[src/rtl/adder_test_logger_if.sv]
// Vector/handshake bundle between the exhaustive adder tester (master)
// and the result logger (slave).
interface adder_test_logger_if;
    logic       vec_valid;
    logic [3:0] a;
    logic [3:0] b;
    logic       cin;
    logic       error;
    logic       done;

    modport master (output vec_valid, a, b, cin, error, done);
    modport slave  (input  vec_valid, a, b, cin, error, done);
endinterface

[src/rtl/adder_test_logger.sv]
// adder_test_logger: counts vectors and failures from the exhaustive adder
// tester, captures the first failing {cin,b,a}, and latches a PASS/FAIL
// verdict when the tester signals done.
// Optional build macro LOGGER_ORDER_CHECK_EN: each vector must equal
// vec_cnt mod 512; out-of-order vectors count as failures and set order_err.
module adder_test_logger #(
    parameter int EXP_VECTORS = 512,
    parameter int ERR_W       = 9
) (
    input  logic                 clk,
    input  logic                 rst_n,
    input  logic                 clear,
    adder_test_logger_if.slave   vif,
    output logic                 busy,
    output logic                 pass,
    output logic                 fail,
    output logic [9:0]           vec_cnt,
    output logic [ERR_W-1:0]     err_cnt,
    output logic                 first_fail_vld,
`ifdef LOGGER_ORDER_CHECK_EN
    output logic                 order_err,
`endif
    output logic [8:0]           first_fail_vec
);

    typedef enum logic [1:0] {S_IDLE, S_RUN, S_PASS, S_FAIL} state_t;

    state_t             state, state_nxt;
    logic [9:0]         vec_cnt_nxt;
    logic [ERR_W-1:0]   err_cnt_nxt;
    logic               ffv_nxt;
    logic [8:0]         ffvec_nxt;
    logic [8:0]         vec_in;
    logic               sample;
    logic               bad;

    assign vec_in = {vif.cin, vif.b, vif.a};

    // Vectors are only accepted while a run can still be in progress;
    // PASS/FAIL freeze everything.
    assign sample = vif.vec_valid && (state == S_IDLE || state == S_RUN);

`ifdef LOGGER_ORDER_CHECK_EN
    logic order_mis;
    // Expected index is the running count modulo 512, taken before this vector.
    assign order_mis = (vec_in != vec_cnt[8:0]);
    // An error flag and an order mismatch on the same vector count once.
    assign bad       = vif.error || order_mis;
`else
    assign bad       = vif.error;
`endif

    // Next counter/capture values for the sampled vector (saturating).
    always_comb begin
        // NOTE: every comb output gets a default first so no path leaves it unassigned (no latch).
        vec_cnt_nxt = vec_cnt;
        err_cnt_nxt = err_cnt;
        ffv_nxt     = first_fail_vld;
        ffvec_nxt   = first_fail_vec;
        if (sample) begin
            if (vec_cnt != '1)
                vec_cnt_nxt = vec_cnt + 10'd1;
            if (bad) begin
                if (err_cnt != '1)
                    err_cnt_nxt = err_cnt + ERR_W'(1);
                if (!first_fail_vld) begin
                    ffv_nxt   = 1'b1;
                    ffvec_nxt = vec_in;
                end
            end
        end
    end

    // Next-state decode; the verdict uses the counts including a vector
    // sampled on the same edge as done. clear overrides everything.
    always_comb begin
        state_nxt = state;
        case (state)
            S_IDLE: if (vif.vec_valid) state_nxt = S_RUN;
            S_RUN: begin
                if (vif.done)
                    state_nxt = (err_cnt_nxt == '0 && vec_cnt_nxt == 10'(EXP_VECTORS))
                                ? S_PASS : S_FAIL;
            end
            default: state_nxt = state;
        endcase
        if (clear)
            state_nxt = S_IDLE;
    end

    // State register.
    always_ff @(posedge clk or negedge rst_n) begin
        // NOTE: sequential state uses non-blocking assignments so all registers update together.
        if (!rst_n)
            state <= S_IDLE;
        else
            state <= state_nxt;
    end

    // Counter and first-fail capture registers; clear zeroes them with priority.
    always_ff @(posedge clk or negedge rst_n) begin
        if (!rst_n) begin
            vec_cnt        <= '0;
            err_cnt        <= '0;
            first_fail_vld <= 1'b0;
            first_fail_vec <= '0;
        end else if (clear) begin
            vec_cnt        <= '0;
            err_cnt        <= '0;
            first_fail_vld <= 1'b0;
            first_fail_vec <= '0;
        end else begin
            vec_cnt        <= vec_cnt_nxt;
            err_cnt        <= err_cnt_nxt;
            first_fail_vld <= ffv_nxt;
            first_fail_vec <= ffvec_nxt;
        end
    end

`ifdef LOGGER_ORDER_CHECK_EN
    // Sticky out-of-order flag.
    always_ff @(posedge clk or negedge rst_n) begin
        if (!rst_n)
            order_err <= 1'b0;
        else if (clear)
            order_err <= 1'b0;
        else if (sample && order_mis)
            order_err <= 1'b1;
    end
`endif

    assign busy = (state == S_RUN);
    assign pass = (state == S_PASS);
    assign fail = (state == S_FAIL);

endmodule
[src/flat_wrapper.sv]
// flat-port wrapper written by rule: the top's interface ports become plain ports
module adder_test_logger_flat 
#(
    parameter int EXP_VECTORS = 512,
    parameter int ERR_W       = 9
)
  (clk, rst_n, clear, busy, pass, fail, vec_cnt, err_cnt, first_fail_vld, first_fail_vec, vif_vec_valid, vif_a, vif_b, vif_cin, vif_error, vif_done);
  adder_test_logger_if vif_i ();
  input  logic clk;
  input  logic rst_n;
  input  logic clear;
  output logic busy;
  output logic pass;
  output logic fail;
  output logic [9:0] vec_cnt;
  output logic [ERR_W-1:0] err_cnt;
  output logic first_fail_vld;
  output logic [8:0] first_fail_vec;
  input wire logic [$bits(vif_i.vec_valid)-1:0] vif_vec_valid;
  input wire logic [$bits(vif_i.a)-1:0] vif_a;
  input wire logic [$bits(vif_i.b)-1:0] vif_b;
  input wire logic [$bits(vif_i.cin)-1:0] vif_cin;
  input wire logic [$bits(vif_i.error)-1:0] vif_error;
  input wire logic [$bits(vif_i.done)-1:0] vif_done;
  assign vif_i.vec_valid = vif_vec_valid;
  assign vif_i.a = vif_a;
  assign vif_i.b = vif_b;
  assign vif_i.cin = vif_cin;
  assign vif_i.error = vif_error;
  assign vif_i.done = vif_done;
  adder_test_logger #(.EXP_VECTORS(EXP_VECTORS), .ERR_W(ERR_W)) u_core (.clk(clk), .rst_n(rst_n), .clear(clear), .vif(vif_i), .busy(busy), .pass(pass), .fail(fail), .vec_cnt(vec_cnt), .err_cnt(err_cnt), .first_fail_vld(first_fail_vld), .first_fail_vec(first_fail_vec));
endmodule
[config.mk]
export PLATFORM = sky130hd
export DESIGN_NAME = adder_test_logger_flat
export DESIGN_NICKNAME = d
export VERILOG_FILES = /design/src/rtl/adder_test_logger_if.sv /design/src/rtl/adder_test_logger.sv /design/src/flat_wrapper.sv
export SDC_FILE = /design/constraint.sdc
export NUM_CORES = 1
export LEC_CHECK = 0
export ABC_AREA = 1
export BUFFER_PORTS_ARGS = -buffer_cell sky130_fd_sc_hd__buf_2
export CORE_UTILIZATION = 35
export CTS_CLUSTER_SIZE = 30
export DETAILED_ROUTE_END_ITERATION = 10
export SLEW_MARGIN = 20
export SYNTH_ARGS = -nofsm -noshare
export SYNTH_HDL_FRONTEND = slang
export SYNTH_SLANG_ARGS = --single-unit
[constraint.sdc]
create_clock -name clk -period 1.95 [get_ports clk]
set_clock_uncertainty 0.05 [all_clocks]
set_input_delay 0.195 -clock clk [delete_from_list [all_inputs] [get_ports clk]]
set_output_delay 0.195 -clock clk [all_outputs]
set_load 0.1 [all_outputs]
### Word level (Yosys, flattened, before mapping)

Index checks and enable logic that the tools add are counted.

* register bits after elaboration: 31
* input bits: 15
* output and inout bits: 32

* $add $sub $neg: 2
* equality and inequality tests: 9
* mux-type cells: 19
* reduce and logical (&&, ||, !) cells: 11

Operator list (number)
* $mux 9: 8
* $mux 10: 3
* $add 10x1->10 const B: 1
* $eq 10x10->1 const B: 1
* $ne 10x10->1 const B: 1
* $add 9x1->9 const B: 1
* $logic_not 9->1: 1
* $ne 9x9->1 const B: 1
* $mux 2: 3
* $reduce_and 3->1: 2
* $eq 2x2->1 const B: 2
* $mux 1: 4
* $pmux 2 s2: 1
* $reduce_bool 2->1: 2
* $ne 3x2->1 const B: 1
* $ne 3x3->1 const B: 1
* $reduce_bool 3->1: 1
* $eq 2x1->1 const B: 1
* $logic_and 1x1->1: 2
* $logic_not 2->1: 1
* $ne 2x2->1 const B: 1
* $reduce_and 2->1: 1
* $logic_or 1x1->1: 1

### Longest topological paths before layout

* depth after elaboration: 10
* depth in mapped cells: 12
* gate-level depth less buffers: 12

### Worst setup path before layout

Ideal clock, no wire load.

* kind: reg2reg
* from: register u_core.vec_cnt[1]
* to: register u_core.state[0]
* setup time: 0.121 ns
* arrival: 2.166 ns
* data required time: 1.779 ns
* slack: -0.387 ns
* cell stages (with the launch flop): 13
* buffers on the path: 0
* period minus slack after synthesis: 2.337 ns
* path through: dfrtp_1 ha_1 nand2_1 nor2_4 nand3_4 nand2_2 nand2_1 nand2_1 nand2_1 nor2_1 nand3_1 nor2_1 nor2_1

* longest elaborated chain between the ends: 9
* elaborated cells on any way between the ends: 10

Ends and longest elaborated chain
* from (decl): line adder_test_logger.sv:17 `output logic [9:0] vec_cnt,`
* from (signal assigned): line adder_test_logger.sv:113 `vec_cnt <= vec_cnt_nxt;`
* $add 10x1->10 or $ne 10x10->1 (tied branches): line adder_test_logger.sv:62, adder_test_logger.sv:61
* $mux 10: line adder_test_logger.sv:61 `if (vec_cnt != '1)`
* $mux 10 *: line adder_test_logger.sv:60 `if (sample) begin`
* $eq 10x10->1 *: line adder_test_logger.sv:82 `state_nxt = (err_cnt_nxt == '0 && vec_cnt_nxt == 10'(EXP_VECTORS))`
* $logic_and 1x1->1 *: line adder_test_logger.sv:82
* $mux 1 *: line adder_test_logger.sv:83 `? S_PASS : S_FAIL;`
* $mux 2 *: line adder_test_logger.sv:81 `if (vif.done)`
* $pmux 2 s2 *: line adder_test_logger.sv:78 `case (state)`
* $mux 2 *: line adder_test_logger.sv:87 `if (clear)`
* to (signal assigned): line adder_test_logger.sv:97 `state <= state_nxt;`
* to (decl): line adder_test_logger.sv:28 `state_t state, state_nxt;`

Mark *: on every way between the ends. The rest lies on a longest branch, timed or not. The select of a mux whose other input is x is not followed.
A chain may end at the register's enable or synchronous reset.

### Final worst setup path

* from: register u_core.state[1]
* to: register u_core.state[0]

* longest elaborated chain between the ends: 10
* elaborated cells on any way between the ends: 17

Ends and longest elaborated chain
* $eq 2x1->1 or $logic_not 2->1 (tied branches): line adder_test_logger.sv:41, adder_test_logger.sv:78
* $logic_or 1x1->1: line adder_test_logger.sv:41 `assign sample = vif.vec_valid && (state == S_IDLE || state == S_RUN);`
* $logic_and 1x1->1: line adder_test_logger.sv:41
* $mux 10 or $mux 9 (tied branches): line adder_test_logger.sv:60
* $eq 10x10->1 or $logic_not 9->1 (tied branches): line adder_test_logger.sv:82
* $logic_and 1x1->1: line adder_test_logger.sv:82
* $mux 1: line adder_test_logger.sv:83
* $mux 2: line adder_test_logger.sv:81
* $pmux 2 s2: line adder_test_logger.sv:78
* $mux 2: line adder_test_logger.sv:87

Parallel ways exist; a longest one is shown, timed or not. The select of a mux whose other input is x is not followed.

==> flow_metrics.tcl <==
set metrics [dict create \
    dr.pass1.iters 4 \
    dieArea_um2 5663 \
    grt_pass1_vias 1707 \
    worst_pin_slew_ns 0.7022 \
    gp_congestion 0.8070 \
    clock.fmax_ghz 0.5719 \
    status "complete, no violations" \
    dp.cells 383 \
    worstSetupEndpointType "flip-flop" \
    yosys.area.top_type "dfrtp_1" \
    via_count 1827 \
    grt_max_degree 32 \
    nNetsFinal 338 \
    postCtsSetupBuffers 0 \
    core-area_um2 5140 \
    hold_class "in2reg" \
    hold_depth 3 \
    initial_utilization_pct 36.54 \
    die_x_um 75.25 \
    fp.dieH_um 75.25 \
    yosysSeqAreaShare_pct 41.31 \
    ys_async_sr_fraction_pct 100.0 \
    clock_path_buffers 2 \
    antenna_found_initial 0 \
    final_cell_area_um2 2375 \
    wl_met2_mm 2.168 \
    synthTopCellsByArea "dfrtp_1 (41%), nand2_1 (14%), nand3_1 (8.8%), inv_1 (8.4%), nor2_1 (7.2%)" \
    hold_slack_ns 0.09760 \
    portBuffers 46 \
    crit_fanout 7 \
    finalHoldViolCount 0 \
    drive_gt1_share_pct 30.12 \
    yosysWarnings 0 \
    top_layer_used "met4" \
    grtUsageTotal_pct 17.88 \
    layout_common_cells "nand2_1 (69), buf_2 (46), inv_1 (42), nor2_1 (33), nand3_1 (33)" \
    synth_cell_types 25 \
    mappedNetlistNets 286 \
    syn_avg_cell_area_um2 6.982 \
    drtIter0Drc 79 \
    grt_overflow_total 0 \
    cts.htree.levels 2 \
    syn_area_um2 1878 \
    fin_crit_sh_pct 89.67 \
    critPathLaunchType "flip-flop" \
    wl_met1_mm 2.189 \
    ios 47 \
    fin_cells 392 \
    drv_cap 0 \
    dp.final_hpwl_mm 3.391 \
    cts.sinks 31 \
    ir_drop_mv 0.3796 \
    num_rows 26 \
    min_period_ns 1.749 \
    syn_to_final_growth_pct 26.45 \
    power_density_nw_per_um2 702.7 \
    postRouteAntennaNets 0 \
    drc_errors 0 \
    setup_viol 0 \
    final_common_cell "nand2_1" \
    ys_ff_latch 31 \
    slew_headroom_pct 53.19 \
    critical_path_class "reg2reg" \
    diodes 0 \
    drv_slew 0 \
    reg2regPathDepth 10 \
    grt_first_pass_wirelength_mm 7.555 \
    wl_mm 4.609 \
    clk-insertion-delay-late_ns 0.28 \
    cts-root-buf "clkbuf_8" \
    cts_tree "yes" \
    synth_top_area_share_pct 41.31 \
    avgRoutedWirePerCell_um 11.76 \
    place_area_um2 2225 \
    cts_buffers 5 \
    rsz0062_at_grt "false" \
    via_per_inst 4.661 \
    synth_ff_type "dfrtp_1" \
    crit_arrival_ns 1.87 \
    worstPathRequired_ns 2.07 \
    timing.setup.tns_ns 0 \
    p_total_mw 1.669 \
    postSynthCellCount 269 \
    routed-wl-met3_um 166 \
    p_leak_nw 1.227 \
    clk_pin_slew_ns 0.07 \
    synth-edff-count 0 \
]
==> area by class of cell <==
cell class                 instances  area [µm²]
multi-input combinational        187       943.4
clock buffer                       8       100.1
timing repair buffer              50       262.8
inverter                          46       177.7
tap                               70       87.58
fill                             553        2765
sequential                        31       803.3
==> power breakdown <==
group,leakage [nW],total [mW],switching [mW],internal [mW]
Combinational,0.786,0.402,0.328,0.0744
Sequential,0.389,0.703,0.0279,0.675
Clock,0.0515,0.564,0.242,0.322
Total,1.23,1.67,0.597,1.07
==> cells by family after synthesis <==
| group | after synthesis | synth area share [%] |
|---|---|---|
| flip-flops | 31 | 41.31 |
| AO/OA/AOI/OAI | 21 | 6.063 |
| AND/OR/NAND/NOR | 164 | 40.84 |
| buffers and inverters | 51 | 10.46 |
| adder cells (fa/ha/maj) | 2 | 1.332 |
==> sequential cells by signal, indices dropped and copies added, names as in the netlist <==
register               flops
u_core.first_fail_vec      9
u_core.first_fail_vld      1
u_core.state               2
u_core.vec_cnt            10
u_core.err_cnt             9
==> per-stage QoR <==
stage | worst slack (ns) | util [%]
after floorplan | -0.02350 | -
after global placement | 0.1268 | 43.28
after detailed placement | 0.1275 | 43.28
after CTS | 0.1257 | 45.42
after global routing | 0.0002869 | 46.20
final | 0.2014 | 46.20
==> worst max-delay path, cell delays in order, from the launching register on <==
cell	delay, ns
dfrtp_1	0.45
inv_4	0.13
nand3_4	0.14
nor2_1	0.22
nand4_1	0.10
nand2_1	0.11
nand3_1	0.08
nor2_1	0.11
nand3_1	0.08
nor2_1	0.12
nor2_1	0.05
==> per-layer routing <==
metal,up-vias,global-route usage (%)
met5,-,0
met4,0,7.613
met3,9,3.481
met2,46,29.13
met1,831,23.26
li1,941,-
==> what timing repair did <==
| item | CTS | global route |
|---|---|---|
| hold buffers | 1 | 0 |
| resized for setup | 0 | 11 |
| hold endpoints to repair | 31 | 0 |
| setup endpoints to repair | 0 | 1 |
==> final timing paths <==
path	startpoint	to	slack, ns
max	u_core.state[1]	u_core.state[0]	0.20
min	vif_a[2]	u_core.first_fail_vec[2]	0.1
max reg2reg	u_core.state[1]	u_core.state[0]	0.20
min reg2reg	u_core.first_fail_vec[2]	u_core.first_fail_vec[2]	0.48
max in group asynchronous	rst_n	u_core.vec_cnt[1]	0.87
min in group asynchronous	rst_n	u_core.err_cnt[4]	0.45
==> synthesized netlist by cell type, types with 2 or more instances <==
cell type / number
nand3_2: 2
nor2_2: 3
nor2_1: 36
nand3_1: 33
dfrtp_1: 31
nand2_1: 71
a21oi_1: 6
nor2_4: 3
o21ai_0: 12
inv_1: 42
nand3_4: 2
ha_1: 2
clkbuf_1: 3
nand3b_1: 5
nand4_1: 6
inv_2: 3
Note: power is estimated with default switching activity, not from simulation.
